<file path="src/rtl/rc4_pkg.sv">
// Shared types and constants for the RC4 cipher stages.
`default_nettype none

package rc4_pkg;

    localparam int BYTE_W = 8;
    localparam int S_SIZE = 256;

    typedef enum logic [3:0] {
        IDLE   = 4'd0,
        LEN    = 4'd1,
        PT0    = 4'd2,
        RD_SI  = 4'd3,
        RD_SJ  = 4'd4,
        WR_SI  = 4'd5,
        WR_SJ  = 4'd6,
        RD_PAD = 4'd7,
        XOR    = 4'd8
    } state_t;

endpackage

`default_nettype wire

</file>
<file path="src/rtl/rc4_prga.sv">
// RC4 keystream stage: walks and swaps S, XORs the keystream with ciphertext
// and writes the length-prefixed plaintext message.
`default_nettype none

module rc4_prga
    import rc4_pkg::*;
(
    input  logic              clk,
    input  logic              rst_n,
    input  logic              en,
    output logic              rdy,
    output logic [BYTE_W-1:0] s_addr,
    output logic [BYTE_W-1:0] s_din,
    input  logic [BYTE_W-1:0] s_dout,
    output logic              s_wren,
    output logic [BYTE_W-1:0] ct_addr,
    input  logic [BYTE_W-1:0] ct_dout,
    output logic [BYTE_W-1:0] pt_addr,
    output logic [BYTE_W-1:0] pt_din,
    output logic              pt_wren
);

    state_t            state_q;
    logic [BYTE_W-1:0] i_q, j_q, k_q, len_q, si_q, sj_q;
    logic [BYTE_W-1:0] i_d, j_d;

    // j_d is only meaningful in RD_SJ, where s_dout carries S[i].
    assign i_d = i_q + 8'd1;
    assign j_d = j_q + s_dout;
    assign rdy = (state_q == IDLE);

    always_ff @(posedge clk or negedge rst_n) begin
        if (!rst_n) begin
            state_q <= IDLE;
            i_q     <= '0;
            j_q     <= '0;
            k_q     <= '0;
            len_q   <= '0;
            si_q    <= '0;
            sj_q    <= '0;
        end else begin
            case (state_q)
                IDLE: begin
                    if (en) begin
                        i_q     <= '0;
                        j_q     <= '0;
                        k_q     <= 8'd1;
                        state_q <= LEN;
                    end
                end
                LEN: state_q <= PT0;
                PT0: begin
                    len_q   <= ct_dout;
                    state_q <= (ct_dout == '0) ? IDLE : RD_SI;
                end
                RD_SI: begin
                    i_q     <= i_d;
                    state_q <= RD_SJ;
                end
                RD_SJ: begin
                    si_q    <= s_dout;
                    j_q     <= j_d;
                    state_q <= WR_SI;
                end
                WR_SI: begin
                    sj_q    <= s_dout;
                    state_q <= WR_SJ;
                end
                WR_SJ:  state_q <= RD_PAD;
                RD_PAD: state_q <= XOR;
                XOR: begin
                    // Compare before incrementing so L=255 ends without k wrapping.
                    if (k_q == len_q) begin
                        state_q <= IDLE;
                    end else begin
                        k_q     <= k_q + 8'd1;
                        state_q <= RD_SI;
                    end
                end
                default: state_q <= IDLE;
            endcase
        end
    end

    always_comb begin
        s_addr  = '0;
        s_din   = '0;
        s_wren  = 1'b0;
        ct_addr = '0;
        pt_addr = '0;
        pt_din  = '0;
        pt_wren = 1'b0;
        case (state_q)
            PT0: begin
                pt_addr = '0;
                pt_din  = ct_dout;
                pt_wren = 1'b1;
            end
            RD_SI: s_addr = i_d;
            RD_SJ: s_addr = j_d;
            WR_SI: begin
                s_addr = i_q;
                s_din  = s_dout;
                s_wren = 1'b1;
            end
            WR_SJ: begin
                s_addr = j_q;
                s_din  = si_q;
                s_wren = 1'b1;
            end
            RD_PAD: begin
                s_addr  = si_q + sj_q;
                ct_addr = k_q;
            end
            XOR: begin
                pt_addr = k_q;
                pt_din  = s_dout ^ ct_dout;
                pt_wren = 1'b1;
            end
            default: ;
        endcase
    end

endmodule

`default_nettype wire

</file>
<file path="config.mk">
export PLATFORM = sky130hd
export DESIGN_NAME = rc4_prga
export DESIGN_NICKNAME = d
export VERILOG_FILES = /design/src/rtl/rc4_pkg.sv /design/src/rtl/rc4_prga.sv
export SDC_FILE = /design/constraint.sdc
export NUM_CORES = 1
export LEC_CHECK = 0
export CAP_MARGIN = 20
export CELL_PAD_IN_SITES_DETAIL_PLACEMENT = 1
export CELL_PAD_IN_SITES_GLOBAL_PLACEMENT = 2
export CORE_ASPECT_RATIO = 0.6
export CORE_MARGIN = 2
export CORE_UTILIZATION = 33
export CTS_CLUSTER_DIAMETER = 100
export DETAILED_ROUTE_END_ITERATION = 7
export HOLD_SLACK_MARGIN = 0.15
export PLACE_DENSITY_LB_ADDON = 0.1
export SLEW_MARGIN = 20
export SYNTH_ARGS = -nofsm -noshare
export SYNTH_HDL_FRONTEND = slang
export SYNTH_SLANG_ARGS = --single-unit
export TNS_END_PERCENT = 5
</file>
<file path="constraint.sdc">
create_clock -name clk -period 3.1 [get_ports clk]
set_input_delay 0.62 -clock clk [delete_from_list [all_inputs] [get_ports clk]]
set_output_delay 0.62 -clock clk [all_outputs]
set_load 0.005 [all_outputs]
</file>
======== Word-level counts from Yosys, hierarchy flattened ========
Index checks and enable logic that the tools add are counted.
storage, ports and cells
  register bits ........................... 52
  logic and storage cells ................. 50
  output and inout port bits .............. 43
  input port bits ......................... 19
cells by class
  bitwise operators ....................... 1
  reduce and logical (&&, ||, !) cells .... 10
  equality and inequality tests ........... 11
  multiplexer cells ....................... 17
  add/subtract/negate cells ............... 4
operators with widths
  operator                                                               number
  8-bit one-hot mux with 2 select lines                                  5
  8-bit two-way mux                                                      5
  8-bit one-hot mux with 5 select lines                                  1
  4-bit one-hot mux with 9 select lines                                  1
  8-bit by 1-bit adder with 8-bit output, second input constant          2
  8-bit adder                                                            2
  4-bit by 3-bit equality test with 1-bit output, second input constant  4
  4-bit by 2-bit equality test with 1-bit output, second input constant  2
  8-bit equality test                                                    1
  8-bit zero test                                                        1
  8-bit XOR                                                              1
  2-bit nonzero test                                                     3
  4-bit by 1-bit equality test with 1-bit output, second input constant  1
  4-bit equality test, second input constant                             1
  4-bit zero test                                                        1
  2-bit two-way mux                                                      2
  4-bit two-way mux                                                      1
  2-bit inequality test, second input constant                           2
  2-bit AND reduction                                                    2
  2-bit OR reduction                                                     2
  3-bit AND reduction                                                    1
  1-bit two-way mux                                                      2

======== Logic depth before layout (Yosys ltp) ========
  word-level depth ........................ 3
  depth in mapped cells ................... 9
  gate-level depth less buffers ........... 9

======== Worst setup path before layout ========
OpenSTA, ideal clock, no wires.
  path kind ............................... in2out
  from .................................... input s_dout[0]
  to ...................................... output s_addr[6]
  cell stages on the path ................. 8
  buffers on the path ..................... 0
  arrival time ............................ 2181 ps
  data required time ...................... 2480 ps
  setup slack ............................. 299 ps
  cell sequence ........................... ha_1 > fa_1 > a21oi_1 > o211ai_1 > a21oi_1 > xor2_1 > nor2_1 > a311o_1
between the ends
  word-level cells in the longest chain between the ends .. 2
RTL lines
  what                                   RTL line        source
  from (decl)                            rc4_prga.sv:14  input logic [BYTE_W-1:0] s_dout,
  8-bit adder                            rc4_prga.sv:29  assign j_d = j_q + s_dout;
  8-bit one-hot mux with 5 select lines  rc4_prga.sv:93  case (state_q)
  to (decl)                              rc4_prga.sv:12  output logic [BYTE_W-1:0] s_addr,
No other way between the ends.

======== Worst setup path after layout ========
Same ends and word-level chain as after synthesis.

==> metrics <==
GR Overflow Total 0; Critical Path AT 2530 ps; hold_sp len_q[6]; reg2reg start k_q[3]; DP Wirelength 9.818 mm; Max Clock Skew 5.913 ps; setup_tns -53.57 ps; Synth-to-Final Area Change 38.26%; Cells after Synth 397; asr flop ratio synth 100.0%; register area share after synthesis 36.17%; antenna cell count 0; Finish-stage setup viols 1; root buffer cell clkbuf_16; CTS sink cnt 52; RSZ-0062 raised after global routing true; WHS Endpoint len_q[6]; GPL Wtd Cong 0.8083; DR pass1 iterations 4; outcome finished, violations left; Period Utilization, post-route 101.7%; Seq cells post-synth 52; Slew HR 61.68%; setup ws final -53.57 ps; Crit. End Element primary output; leading cell types by count after synthesis 67 x nand2_1, 52 x dfrtp_1, 37 x o21ai_0, 30 x nor2_1, 17 x and2_1; WHS 507.1 ps; Leak 2.212 nW; Synth warnings 0; reg2reg setup slack 930 ps; Cell Area, Synth 0.003597 mm²; CP Max Fanout 2; PortBufs 61; simple-gate area share of the yosys netlist 24.07%; failing checks negative setup slack; Post-Synth Adder-Cell Area 6.678%; FF-to-FF End state_q[0]; Synth Area in Compound Gates 16.97%; CTS buffer count 5; Clock Latency Late Sink 300 ps; HP Class reg -> reg; DR DRC count 0; WL/cell 19.47 µm; Die W 138.8 µm; post-place setup slack -866.6 ps; CTS tree done; layout filler cell count 1221; Non-Filler Instances 644; Final ANT Viol Nets 0; DRT iter0 DRCs 168; max frequency 317.1 MHz; MaxCap Viol Count 0; Final min period 3154 ps; total wire length 12.54 mm; post-synthesis average cell area 9.061 µm²; post-synthesis mux area share 6.435%; Top Ports 62; FF-to-FF path depth 6; first-pass GRT wire length 19.55 mm; Clock transition at path regs 70 ps; Hold Path Stages 1; layout cells sized above 1 23.96%; die area 0.01178 mm²; initial core utilization 33.95%; number of synthesized flops with an enable pin 0; Final nets 541; CP Buf/Inv Count 2; leading area contributor after synthesis dfrtp_1; largest net degree at the start of global routing 30; main combinational cell family by area after synthesis simple AND/OR/NAND/NOR gates; top-area cell type share of the netlist area 36.17%; Tightest Pin Transition 571.6 ps; Post-Place Cells 634; most frequent cell after synthesis nand2_1; peak supply drop 0.3508 mV; vias post-DR 3349; vias per inst 5.200; unique cell type count in the Yosys netlist 56; CP delay by family, top compound AO/OA/AOI/OAI gates; xor and xnor area share after synthesis 5.600%; critical path class in -> out; Slew Viols, Final 0; Worst Path Required 2480 ps; deepest clock path buffer count 2; Crit-path slowest cell fa_2; vias in the first global route 3351; Global Route Usage Sum 21.51%; Core Area 0.01060 mm²; slowest stage delay, CP 400 ps; H-tree levels 2; Startpoint Class input port; ys flop type dfrtp_1; Final Hold Viols 0; largest cells by area after synthesis dfrtp_1 36%, nand2_1 7.0%, ha_1 5.6%, o21ai_0 5.1%, mux2_2 5.0%; Die H 84.87 µm; # rows 29; cells along the critical path buf_2 > ha_4 > fa_2 > a21oi_2 > o211ai_1 > a21oi_1 > xor2_1 > nor2_1 > a311o_1 > clkdlybuf4s15_1; initial antenna violation count 0; syn_nets 434; Cell Pwr Density 940.0 mW/mm²
[per-layer routing]
layer / GRT usage, % / part of all wire [%] / wire, µm / vias to the layer above
li1: - / - / - / 1605
met1: 35.61 / 55 / 6914 / 1679
met2: 29.02 / 40 / 4994 / 56
met3: 3.555 / 4.2 / 532 / 9
met4: 3.673 / 0.77 / 96 / 0
met5: 0 / 0 / 0 / -
[logic make-up after synthesis]
family                   Yosys count
AO/OA/AOI/OAI                     95
XOR/XNOR                          23
adder cells (fa/ha/maj)           18
buffers and inverters             25
flip-flops                        52
multiplexers                      21
AND/OR/NAND/NOR                  163
[layout make-up]
| type | count | area (µm²) | area share (%) |
|---|---|---|---|
| Multi-Input combinational cell | 320 | 2308 | 46.42 |
| Inverter | 11 | 45.04 | 0.9057 |
| Sequential cell | 52 | 1301 | 26.16 |
| Timing Repair Buffer | 114 | 998.5 | 20.08 |
| Tap cell | 139 | 173.9 | 3.497 |
| Clock buffer | 8 | 146.4 | 2.943 |
[cells in the final DEF, fill, tap and decap left out, types with 4 or more instances in the layout]
cell type,n
nand2_1,67
dfrtp_1,52
buf_4,52
clkdlybuf4s50_1,48
o21ai_0,32
nor2_1,29
and2_1,17
mux2_2,16
xor2_1,15
inv_1,10
nand3_1,10
ha_1,10
a21oi_1,9
a22o_1,8
o21ai_1,7
a21o_1,7
xnor2_1,7
dlygate4sd2_1,7
o31ai_1,5
clkbuf_16,5
nor2_2,4
o211ai_1,4
a22oi_1,4
mux2i_1,4
ha_4,4
[through the flow]
stage / utilization (%) / cell area, µm² / total power (W)
floorplan: - / 3597 / 0.002733
global placement: 43.93 / 4654 / 0.003838
detailed placement: 43.93 / 4654 / 0.003906
CTS: 46.41 / 4917 / 0.004621
global route: 46.94 / 4974 / 0.005026
finish: 46.94 / 4974 / 0.004675
[what timing repair did]
| action | in CTS | in global routing |
|---|---|---|
| buffers inserted | 1 | 0 |
| resized for setup | 37 | 14 |
| setup endpoints to repair | 7 | 17 |
| pin swaps | 15 | 3 |
| endpoints found under the hold margin | 4 | 0 |
| hold buffers | 1 | 0 |
[flip-flops by register name (all words and copies together), names as in the netlist]
signal	flops
i_q	8
j_q	8
k_q	8
len_q	8
si_q	8
sj_q	8
state_q	4
[worst register-to-register path, cell delays in order, from the launching register on]
cell	delay, ps
dfrtp_1	490
xor2_1	200
nor4_2	450
and2_1	230
nand2b_1	340
o21ai_1	150
a21o_1	200
[power by group]
part	total [W]	internal [W]	switching [W]
logic	0.00286	0.00139	0.00147
clock network	0.000592	0.000324	0.000268
registers	0.00122	0.000945	0.000276
[worst max-delay path by stage]
stage / start / to / slack, ps / depth (start not counted)
6_report: s_dout[0] / s_addr[6] / -50 / 10
5_1_grt: j_q[0] / s_addr[6] / -130 / 9
2_1_floorplan: s_dout[0] / s_addr[6] / 300 / 8
3_5_place_dp: s_dout[0] / s_addr[6] / -870 / 10
3_3_place_gp: s_dout[0] / s_addr[6] / -760 / 10
4_1_cts: s_dout[0] / s_addr[6] / -60 / 10
Power figures use the tool's default switching activity.
